$ cat src/rtl/add_mul_result_acc_if.sv
// ---------------------------------------------------------------------------
// add_mul_result_acc_if
// Bundles the input handshake (result beat, configuration, flush) and the
// output handshake (burst total) of the add/multiply result accumulator.
// master: the side that produces beats and consumes totals.
// slave : the accumulator itself.
// ---------------------------------------------------------------------------
interface add_mul_result_acc_if #(
  parameter int ACC_W = 16,
  parameter int CNT_W = 4
);
  // Input side: one 8-bit datapath result per beat
  logic             in_valid;
  logic             in_ready;
  logic             in_op;
  logic [7:0]       in_res;
  logic [CNT_W-1:0] cfg_len;
  logic             flush;

  // Output side: burst total held until accepted
  logic             out_valid;
  logic             out_ready;
  logic [ACC_W-1:0] out_acc;
  logic [CNT_W:0]   out_cnt;
  logic [CNT_W:0]   out_nmul;
  logic             out_ovf;

  modport master (
    output in_valid,
    output in_op,
    output in_res,
    output cfg_len,
    output flush,
    output out_ready,
    input  in_ready,
    input  out_valid,
    input  out_acc,
    input  out_cnt,
    input  out_nmul,
    input  out_ovf
  );

  modport slave (
    input  in_valid,
    input  in_op,
    input  in_res,
    input  cfg_len,
    input  flush,
    input  out_ready,
    output in_ready,
    output out_valid,
    output out_acc,
    output out_cnt,
    output out_nmul,
    output out_ovf
  );
endinterface

$ cat src/rtl/add_mul_result_acc.sv
// ---------------------------------------------------------------------------
// add_mul_result_acc
// Accumulates a burst of 8-bit add/multiply results into an ACC_W-bit
// unsigned sum and presents the total, beat count, multiply-beat count and a
// sticky overflow flag on a held output handshake.
//
// Burst length comes from cfg_len on the first beat (0 means 2^CNT_W); flush
// closes a burst early. A closed burst sits in HOLD until out_ready, during
// which no beats are accepted (one bubble per burst).
//
// Optional build macro ADD_MUL_ACC_SAT_EN: when defined the sum saturates at
// 2^ACC_W-1 on overflow instead of wrapping; ovf is set either way.
//
// Reset is synchronous and active low.
// ---------------------------------------------------------------------------
module add_mul_result_acc #(
  parameter int ACC_W = 16,
  parameter int CNT_W = 4
) (
  input logic                 clk,
  input logic                 rst_n,
  add_mul_result_acc_if.slave bus
);

  typedef enum logic [1:0] {
    S_IDLE  = 2'd0,
    S_ACCUM = 2'd1,
    S_HOLD  = 2'd2
  } state_t;

  // Add an addend to the running sum one bit wider than the accumulator.
  // Bit ACC_W of the result is the carry-out used to flag overflow. In the
  // saturating build a carry clamps the sum to all-ones; since any further
  // non-zero addend carries again, the clamp persists for the whole burst.
  function automatic logic [ACC_W:0] acc_add(
    input logic [ACC_W-1:0] base,
    input logic [ACC_W-1:0] addend
  );
    logic [ACC_W:0] sum;
    sum = {1'b0, base} + {1'b0, addend};
`ifdef ADD_MUL_ACC_SAT_EN
    if (sum[ACC_W]) begin
      sum = {1'b1, {ACC_W{1'b1}}};
    end else begin
      sum = sum;
    end
`endif
    return sum;
  endfunction

  // Effective burst length: a zero length field encodes the maximum 2^CNT_W.
  function automatic logic [CNT_W:0] eff_len(input logic [CNT_W-1:0] len);
    logic [CNT_W:0] res;
    if (len == {CNT_W{1'b0}}) begin
      res = {1'b1, {CNT_W{1'b0}}};
    end else begin
      res = {1'b0, len};
    end
    return res;
  endfunction

  state_t           state_q, state_d;
  logic [ACC_W-1:0] acc_q,   acc_d;
  logic [CNT_W:0]   cnt_q,   cnt_d;
  logic [CNT_W:0]   nmul_q,  nmul_d;
  logic             ovf_q,   ovf_d;
  logic [CNT_W-1:0] len_q,   len_d;
  logic             out_valid_q, out_valid_d;

  logic             in_ready_s;
  logic             beat_s;
  logic [ACC_W-1:0] addend_s;
  logic [ACC_W:0]   sum_s;
  logic [CNT_W:0]   cnt_inc_s;
  logic [CNT_W:0]   nmul_inc_s;
  logic             close_s;

  // Accept beats whenever out of reset and not presenting a total.
  assign in_ready_s = rst_n & (state_q != S_HOLD);
  assign beat_s     = bus.in_valid & in_ready_s;

  // Multiply results use all eight bits; add results only the low nibble.
  assign addend_s = bus.in_op ? {{(ACC_W-8){1'b0}}, bus.in_res}
                              : {{(ACC_W-4){1'b0}}, bus.in_res[3:0]};

  // Counter updates shared by the IDLE and ACCUM beat paths.
  assign cnt_inc_s  = cnt_q + {{CNT_W{1'b0}}, 1'b1};
  assign nmul_inc_s = nmul_q + {{CNT_W{1'b0}}, bus.in_op};

  // Next-state and datapath update for the burst FSM.
  always_comb begin
    state_d     = state_q;
    acc_d       = acc_q;
    cnt_d       = cnt_q;
    nmul_d      = nmul_q;
    ovf_d       = ovf_q;
    len_d       = len_q;
    out_valid_d = out_valid_q;
    sum_s       = {(ACC_W+1){1'b0}};
    close_s     = 1'b0;

    case (state_q)
      S_IDLE: begin
        // A lone flush here is ignored: empty bursts are never emitted.
        if (beat_s) begin
          sum_s   = acc_add({ACC_W{1'b0}}, addend_s);
          len_d   = bus.cfg_len;
          acc_d   = sum_s[ACC_W-1:0];
          ovf_d   = sum_s[ACC_W];
          cnt_d   = {{CNT_W{1'b0}}, 1'b1};
          nmul_d  = {{CNT_W{1'b0}}, bus.in_op};
          close_s = (bus.cfg_len == CNT_W'(1)) | bus.flush;
          if (close_s) begin
            state_d     = S_HOLD;
            out_valid_d = 1'b1;
          end else begin
            state_d = S_ACCUM;
          end
        end else begin
          state_d = S_IDLE;
        end
      end

      S_ACCUM: begin
        if (beat_s) begin
          // Length was latched on the first beat; cfg_len is ignored here.
          sum_s   = acc_add(acc_q, addend_s);
          acc_d   = sum_s[ACC_W-1:0];
          ovf_d   = ovf_q | sum_s[ACC_W];
          cnt_d   = cnt_inc_s;
          nmul_d  = nmul_inc_s;
          close_s = (cnt_inc_s == eff_len(len_q)) | bus.flush;
        end else begin
          close_s = bus.flush;
        end
        if (close_s) begin
          state_d     = S_HOLD;
          out_valid_d = 1'b1;
        end else begin
          state_d = S_ACCUM;
        end
      end

      S_HOLD: begin
        // Totals stay frozen until the consumer takes them.
        if (out_valid_q & bus.out_ready) begin
          state_d     = S_IDLE;
          out_valid_d = 1'b0;
          acc_d       = {ACC_W{1'b0}};
          cnt_d       = {(CNT_W+1){1'b0}};
          nmul_d      = {(CNT_W+1){1'b0}};
          ovf_d       = 1'b0;
        end else begin
          state_d = S_HOLD;
        end
      end

      default: begin
        state_d     = S_IDLE;
        out_valid_d = 1'b0;
        acc_d       = {ACC_W{1'b0}};
        cnt_d       = {(CNT_W+1){1'b0}};
        nmul_d      = {(CNT_W+1){1'b0}};
        ovf_d       = 1'b0;
      end
    endcase
  end

  // State and datapath registers; reset discards any partial or held burst.
  always_ff @(posedge clk) begin
    if (!rst_n) begin
      state_q     <= S_IDLE;
      acc_q       <= {ACC_W{1'b0}};
      cnt_q       <= {(CNT_W+1){1'b0}};
      nmul_q      <= {(CNT_W+1){1'b0}};
      ovf_q       <= 1'b0;
      len_q       <= {CNT_W{1'b0}};
      out_valid_q <= 1'b0;
    end else begin
      state_q     <= state_d;
      acc_q       <= acc_d;
      cnt_q       <= cnt_d;
      nmul_q      <= nmul_d;
      ovf_q       <= ovf_d;
      len_q       <= len_d;
      out_valid_q <= out_valid_d;
    end
  end

  // Output totals come straight from the registers, so they are stable in HOLD.
  assign bus.in_ready  = in_ready_s;
  assign bus.out_valid = out_valid_q;
  assign bus.out_acc   = acc_q;
  assign bus.out_cnt   = cnt_q;
  assign bus.out_nmul  = nmul_q;
  assign bus.out_ovf   = ovf_q;

endmodule
$ cat src/flat_wrapper.sv
// flat-port wrapper written by rule: the top's interface ports become plain ports
module add_mul_result_acc_flat 
#(
  parameter int ACC_W = 16,
  parameter int CNT_W = 4
)
  (clk, rst_n, bus_in_valid, bus_in_op, bus_in_res, bus_cfg_len, bus_flush, bus_out_ready, bus_in_ready, bus_out_valid, bus_out_acc, bus_out_cnt, bus_out_nmul, bus_out_ovf);
  add_mul_result_acc_if #(.ACC_W(ACC_W), .CNT_W(CNT_W)) bus_i ();
  input logic clk;
  input logic rst_n;
  input wire logic [$bits(bus_i.in_valid)-1:0] bus_in_valid;
  input wire logic [$bits(bus_i.in_op)-1:0] bus_in_op;
  input wire logic [$bits(bus_i.in_res)-1:0] bus_in_res;
  input wire logic [$bits(bus_i.cfg_len)-1:0] bus_cfg_len;
  input wire logic [$bits(bus_i.flush)-1:0] bus_flush;
  input wire logic [$bits(bus_i.out_ready)-1:0] bus_out_ready;
  output wire logic [$bits(bus_i.in_ready)-1:0] bus_in_ready;
  output wire logic [$bits(bus_i.out_valid)-1:0] bus_out_valid;
  output wire logic [$bits(bus_i.out_acc)-1:0] bus_out_acc;
  output wire logic [$bits(bus_i.out_cnt)-1:0] bus_out_cnt;
  output wire logic [$bits(bus_i.out_nmul)-1:0] bus_out_nmul;
  output wire logic [$bits(bus_i.out_ovf)-1:0] bus_out_ovf;
  assign bus_i.in_valid = bus_in_valid;
  assign bus_i.in_op = bus_in_op;
  assign bus_i.in_res = bus_in_res;
  assign bus_i.cfg_len = bus_cfg_len;
  assign bus_i.flush = bus_flush;
  assign bus_i.out_ready = bus_out_ready;
  assign bus_in_ready = bus_i.in_ready;
  assign bus_out_valid = bus_i.out_valid;
  assign bus_out_acc = bus_i.out_acc;
  assign bus_out_cnt = bus_i.out_cnt;
  assign bus_out_nmul = bus_i.out_nmul;
  assign bus_out_ovf = bus_i.out_ovf;
  add_mul_result_acc #(.ACC_W(ACC_W), .CNT_W(CNT_W)) u_core (.clk(clk), .rst_n(rst_n), .bus(bus_i));
endmodule
$ cat config.mk
export PLATFORM = sky130hd
export DESIGN_NAME = add_mul_result_acc_flat
export DESIGN_NICKNAME = d
export VERILOG_FILES = /design/src/rtl/add_mul_result_acc_if.sv /design/src/rtl/add_mul_result_acc.sv /design/src/flat_wrapper.sv
export SDC_FILE = /design/constraint.sdc
export NUM_CORES = 1
export LEC_CHECK = 0
export BUFFER_PORTS_ARGS = -buffer_cell sky130_fd_sc_hd__buf_2
export CAP_MARGIN = 5
export CORE_ASPECT_RATIO = 1.1
export CORE_MARGIN = 8
export CORE_UTILIZATION = 45
export DETAILED_ROUTE_END_ITERATION = 10
export MAX_ROUTING_LAYER = met4
export PLACE_DENSITY = 0.68
export SLEW_MARGIN = 5
export SYNTH_ARGS = -nofsm -noshare
export SYNTH_HDL_FRONTEND = slang
export SYNTH_SLANG_ARGS = --single-unit
$ cat constraint.sdc
create_clock -name clk -period 3.6 [get_ports clk]
set_input_delay 0.18 -clock clk [delete_from_list [all_inputs] [get_ports clk]]
set_output_delay 0.18 -clock clk [all_outputs]
set_load 0.05 [all_outputs]
==> results.json <==
{
  "postCtsSetupBuffers": 0,
  "outcome": "completed",
  "ctsResizeCount": 0,
  "clkTransAtPathRegs_ns": 0.08,
  "rr_endpoint": "u_core.bus.out_acc[15]",
  "cts_tree": "built",
  "critical_path_class": "register to register",
  "slowest_stage": "a21oi_1",
  "fin_crit_sh_pct": 62.29,
  "ys_seq_area_share_pct": 31.83,
  "finalSetupViolations": 0,
  "critPathCaptureType": "register",
  "clock_latency_ns": 0.29,
  "cp_common_cell": "a21oi_1",
  "cp_slowest_stage_delay_ns": 0.73,
  "share_seq_of_total_power_pct": 41.6,
  "die_w_um": 81.73,
  "wl_per_cell_um": 14.89,
  "drtPass1Iterations": 4,
  "r2r_cells": 6,
  "dp_slack_ns": 1.374,
  "holdBufCountCts": 0,
  "timing.slew.headroom_pct": 40.43,
  "portBuffers": 46,
  "cap_violations": 0,
  "cp.arrival_ns": 2.46,
  "r2r_slack_ns": 1.36,
  "min_path_type": "input port to register",
  "synth.distinct_cells": 48,
  "yosys_register_bits": 34,
  "antenna_found_initial": 0,
  "skew_ns": 0.008472,
  "worstPathCellList": "a21oi_1 > a21oi_2 > buf_4 > a21oi_1 > nand2b_1 > mux2i_1",
  "finalHoldViolations": 0,
  "finalMaxSlewViolations": 0,
  "cts_root_buffer": "clkbuf_8",
  "drt_iter0_drc": 121,
  "die_y_um": 88.30,
  "grtUsageTotal_pct": 15.70,
  "p_leak_nw": 1.042,
  "tns_ns": 0,
  "dieArea_um2": 7216,
  "yosys_warnings": 0,
  "max_freq_mhz": 445.9,
  "p_per_area_nw_per_um2": 413.6,
  "final_net_count": 333,
  "p_int_uw": 657.8,
  "initial_core_util_pct": 46.29,
  "core_um2": 4619,
  "ys_top_cells_by_area": "dfxtp_1, a21oi_1, ha_1",
  "min_period_ns": 2.243,
  "area_growth_pct": 16.85,
  "clockPowerShare_pct": 29.0,
  "syn_nets": 288,
  "cts_made_buffers": 5,
  "required_ns": 3.82,
  "syn_avg_cell_area_um2": 8.288,
  "min_to": "u_core.len_q[0]",
  "antenna_cells": 0,
  "gp_congestion": 0.8262,
  "p_sw_share_pct": 36.35,
  "worst_setup_path_start_kind": "register",
  "synth_edf_count": 0,
  "rsz0062_at_grt": "no",
  "grt_pass1_vias": 1935,
  "drc": 0,
  "syn_inst": 258,
  "power_frac_comb_pct": 29.4,
  "synth_top_area_share_pct": 31.83,
  "hp-start": "bus_cfg_len[0]",
  "synth-main-ff-cell": "dfxtp_1",
  "htreeDepth": 2,
  "grt_pass1_wl_um": 8852,
  "ios": 47,
  "synth_async_sr_flop_share_pct": 0,
  "fin_ws_ns": 1.357,
  "cts.sinks": 34,
  "layout_commonest_cell": "buf_2",
  "ir_drop_mv": 0.2412,
  "vias": 2035,
  "grt_remaining_overflow": 0,
  "yosysTopAreaCell": "dfxtp_1",
  "drive_gt1_share_pct": 20.07,
  "syn_area_um2": 2138,
  "num_rows": 26,
  "r2r_start": "u_core.state_q[0]",
  "whs_path_depth": 3,
  "tightest_slew_ns": 0.8935,
  "vias_per_cell": 5.653,
  "ant_nets": 0,
  "p_total_mw": 1.034,
  "final_cell_mix": "buf_2, dfxtp_1, a21oi_1",
  "dp_hpwl_um": 4047,
  "cp_max_fo": 21,
  "grt_max_degree": 22,
  "power_switching_uw": 375.7,
  "clk_path_buf_depth": 2,
  "drt_wl_total_um": 5359
}
## area by class of cell
cell class	instances	area, um^2
flip-flops and latches	34	680.7
fillers	475	2121
inverters	7	26.28
well taps	56	70.07
clock buffers	6	82.58
repair buffers	47	237.7
clock inverters	2	12.51
multi-input cells	208	1389
## how the worst max path moves through the flow
| stage | start | endpoint | depth (start not counted) |
|---|---|---|---|
| after floorplan | u_core.bus.out_acc[0] | u_core.bus.out_acc[8] | 8 |
| after global placement | u_core.state_q[0] | u_core.bus.out_acc[13] | 6 |
| after detailed placement | u_core.state_q[0] | u_core.bus.out_acc[15] | 6 |
| after CTS | u_core.state_q[0] | u_core.bus.out_acc[15] | 6 |
| after global routing | u_core.state_q[0] | u_core.bus.out_acc[13] | 6 |
| final | u_core.state_q[0] | u_core.bus.out_acc[15] | 6 |
## sequential cells by signal (all words and copies together), names as in the netlist
name and count:
u_core.bus.out_acc 16, u_core.bus.out_cnt 5, u_core.bus.out_nmul 5, u_core.len_q 4
u_core.state_q 2, u_core.bus.out_ovf 1, u_core.bus.out_valid 1
## cells in the mapped netlist (3+ instances only)
library cell  number
dfxtp_1           34
nand4_1            6
a21oi_1           28
and2_1             5
o21a_1             3
ha_1              11
nand2b_1           7
clkbuf_1           3
inv_1              7
o21ai_0           13
nor3_1             4
nand2_1           22
or3_1              3
buf_2              4
a21o_1             5
mux2i_1           12
nor2b_1            6
a211oi_1           4
xor2_1             7
nor2_1            14
nand3_1           14
and3_1             6
xnor2_1            8
## critical path, delay by kind of cell, from the launching register on
kind / cells / cell delay [ns]
AO/OA/AOI/OAI: 3 / 1.17
flip-flops: 1 / 0.48
buffers and inverters: 1 / 0.23
multiplexers: 1 / 0.16
AND/OR/NAND/NOR: 1 / 0.12
## routing by layer
layer	up-vias	wire, um	track usage, %
met4	0	53	3.674
met2	50	2501	25.50
met1	941	2501	18.80
met5	-	0	-
met3	6	303	4.167
li1	1038	-	-
## power groups by stage
stage | Combinational (mW) | Sequential (mW) | Clock [mW]
after detailed placement | 0.305 | 0.438 | 0
after global placement | 0.300 | 0.439 | 0
after floorplan | 0.184 | 0.486 | 0
after global routing | 0.335 | 0.435 | 0.325
final | 0.304 | 0.430 | 0.300
after CTS | 0.306 | 0.430 | 0.310
## logic make-up (layout without fill, tap and decap cells)
kind of cell             count (synthesis)  count (layout)  share of synthesized area [%]
AO/OA/AOI/OAI                           73              73                          21.94
XOR/XNOR                                15              15                          6.144
adder cells (fa/ha/maj)                 12              12                          7.373
buffers and inverters                   16              62                          3.218
flip-flops                              34              34                          31.83
multiplexers                            12              12                          5.618
AND/OR/NAND/NOR                         96              96                          23.87
## through the flow
stage | util, % | area, um^2 | cells | hold slack, ns
after global placement | 52.03 | 2404 | 352 | 0.4399
after floorplan | - | 2138 | 258 | 0.3273
after global routing | 54.09 | 2499 | 360 | 0.1602
after detailed placement | 52.03 | 2404 | 352 | 0.4438
final | 54.09 | 2499 | 360 | 0.1406
after CTS | 54.09 | 2499 | 360 | 0.1366
Note: power is estimated with default switching activity, not from simulation.
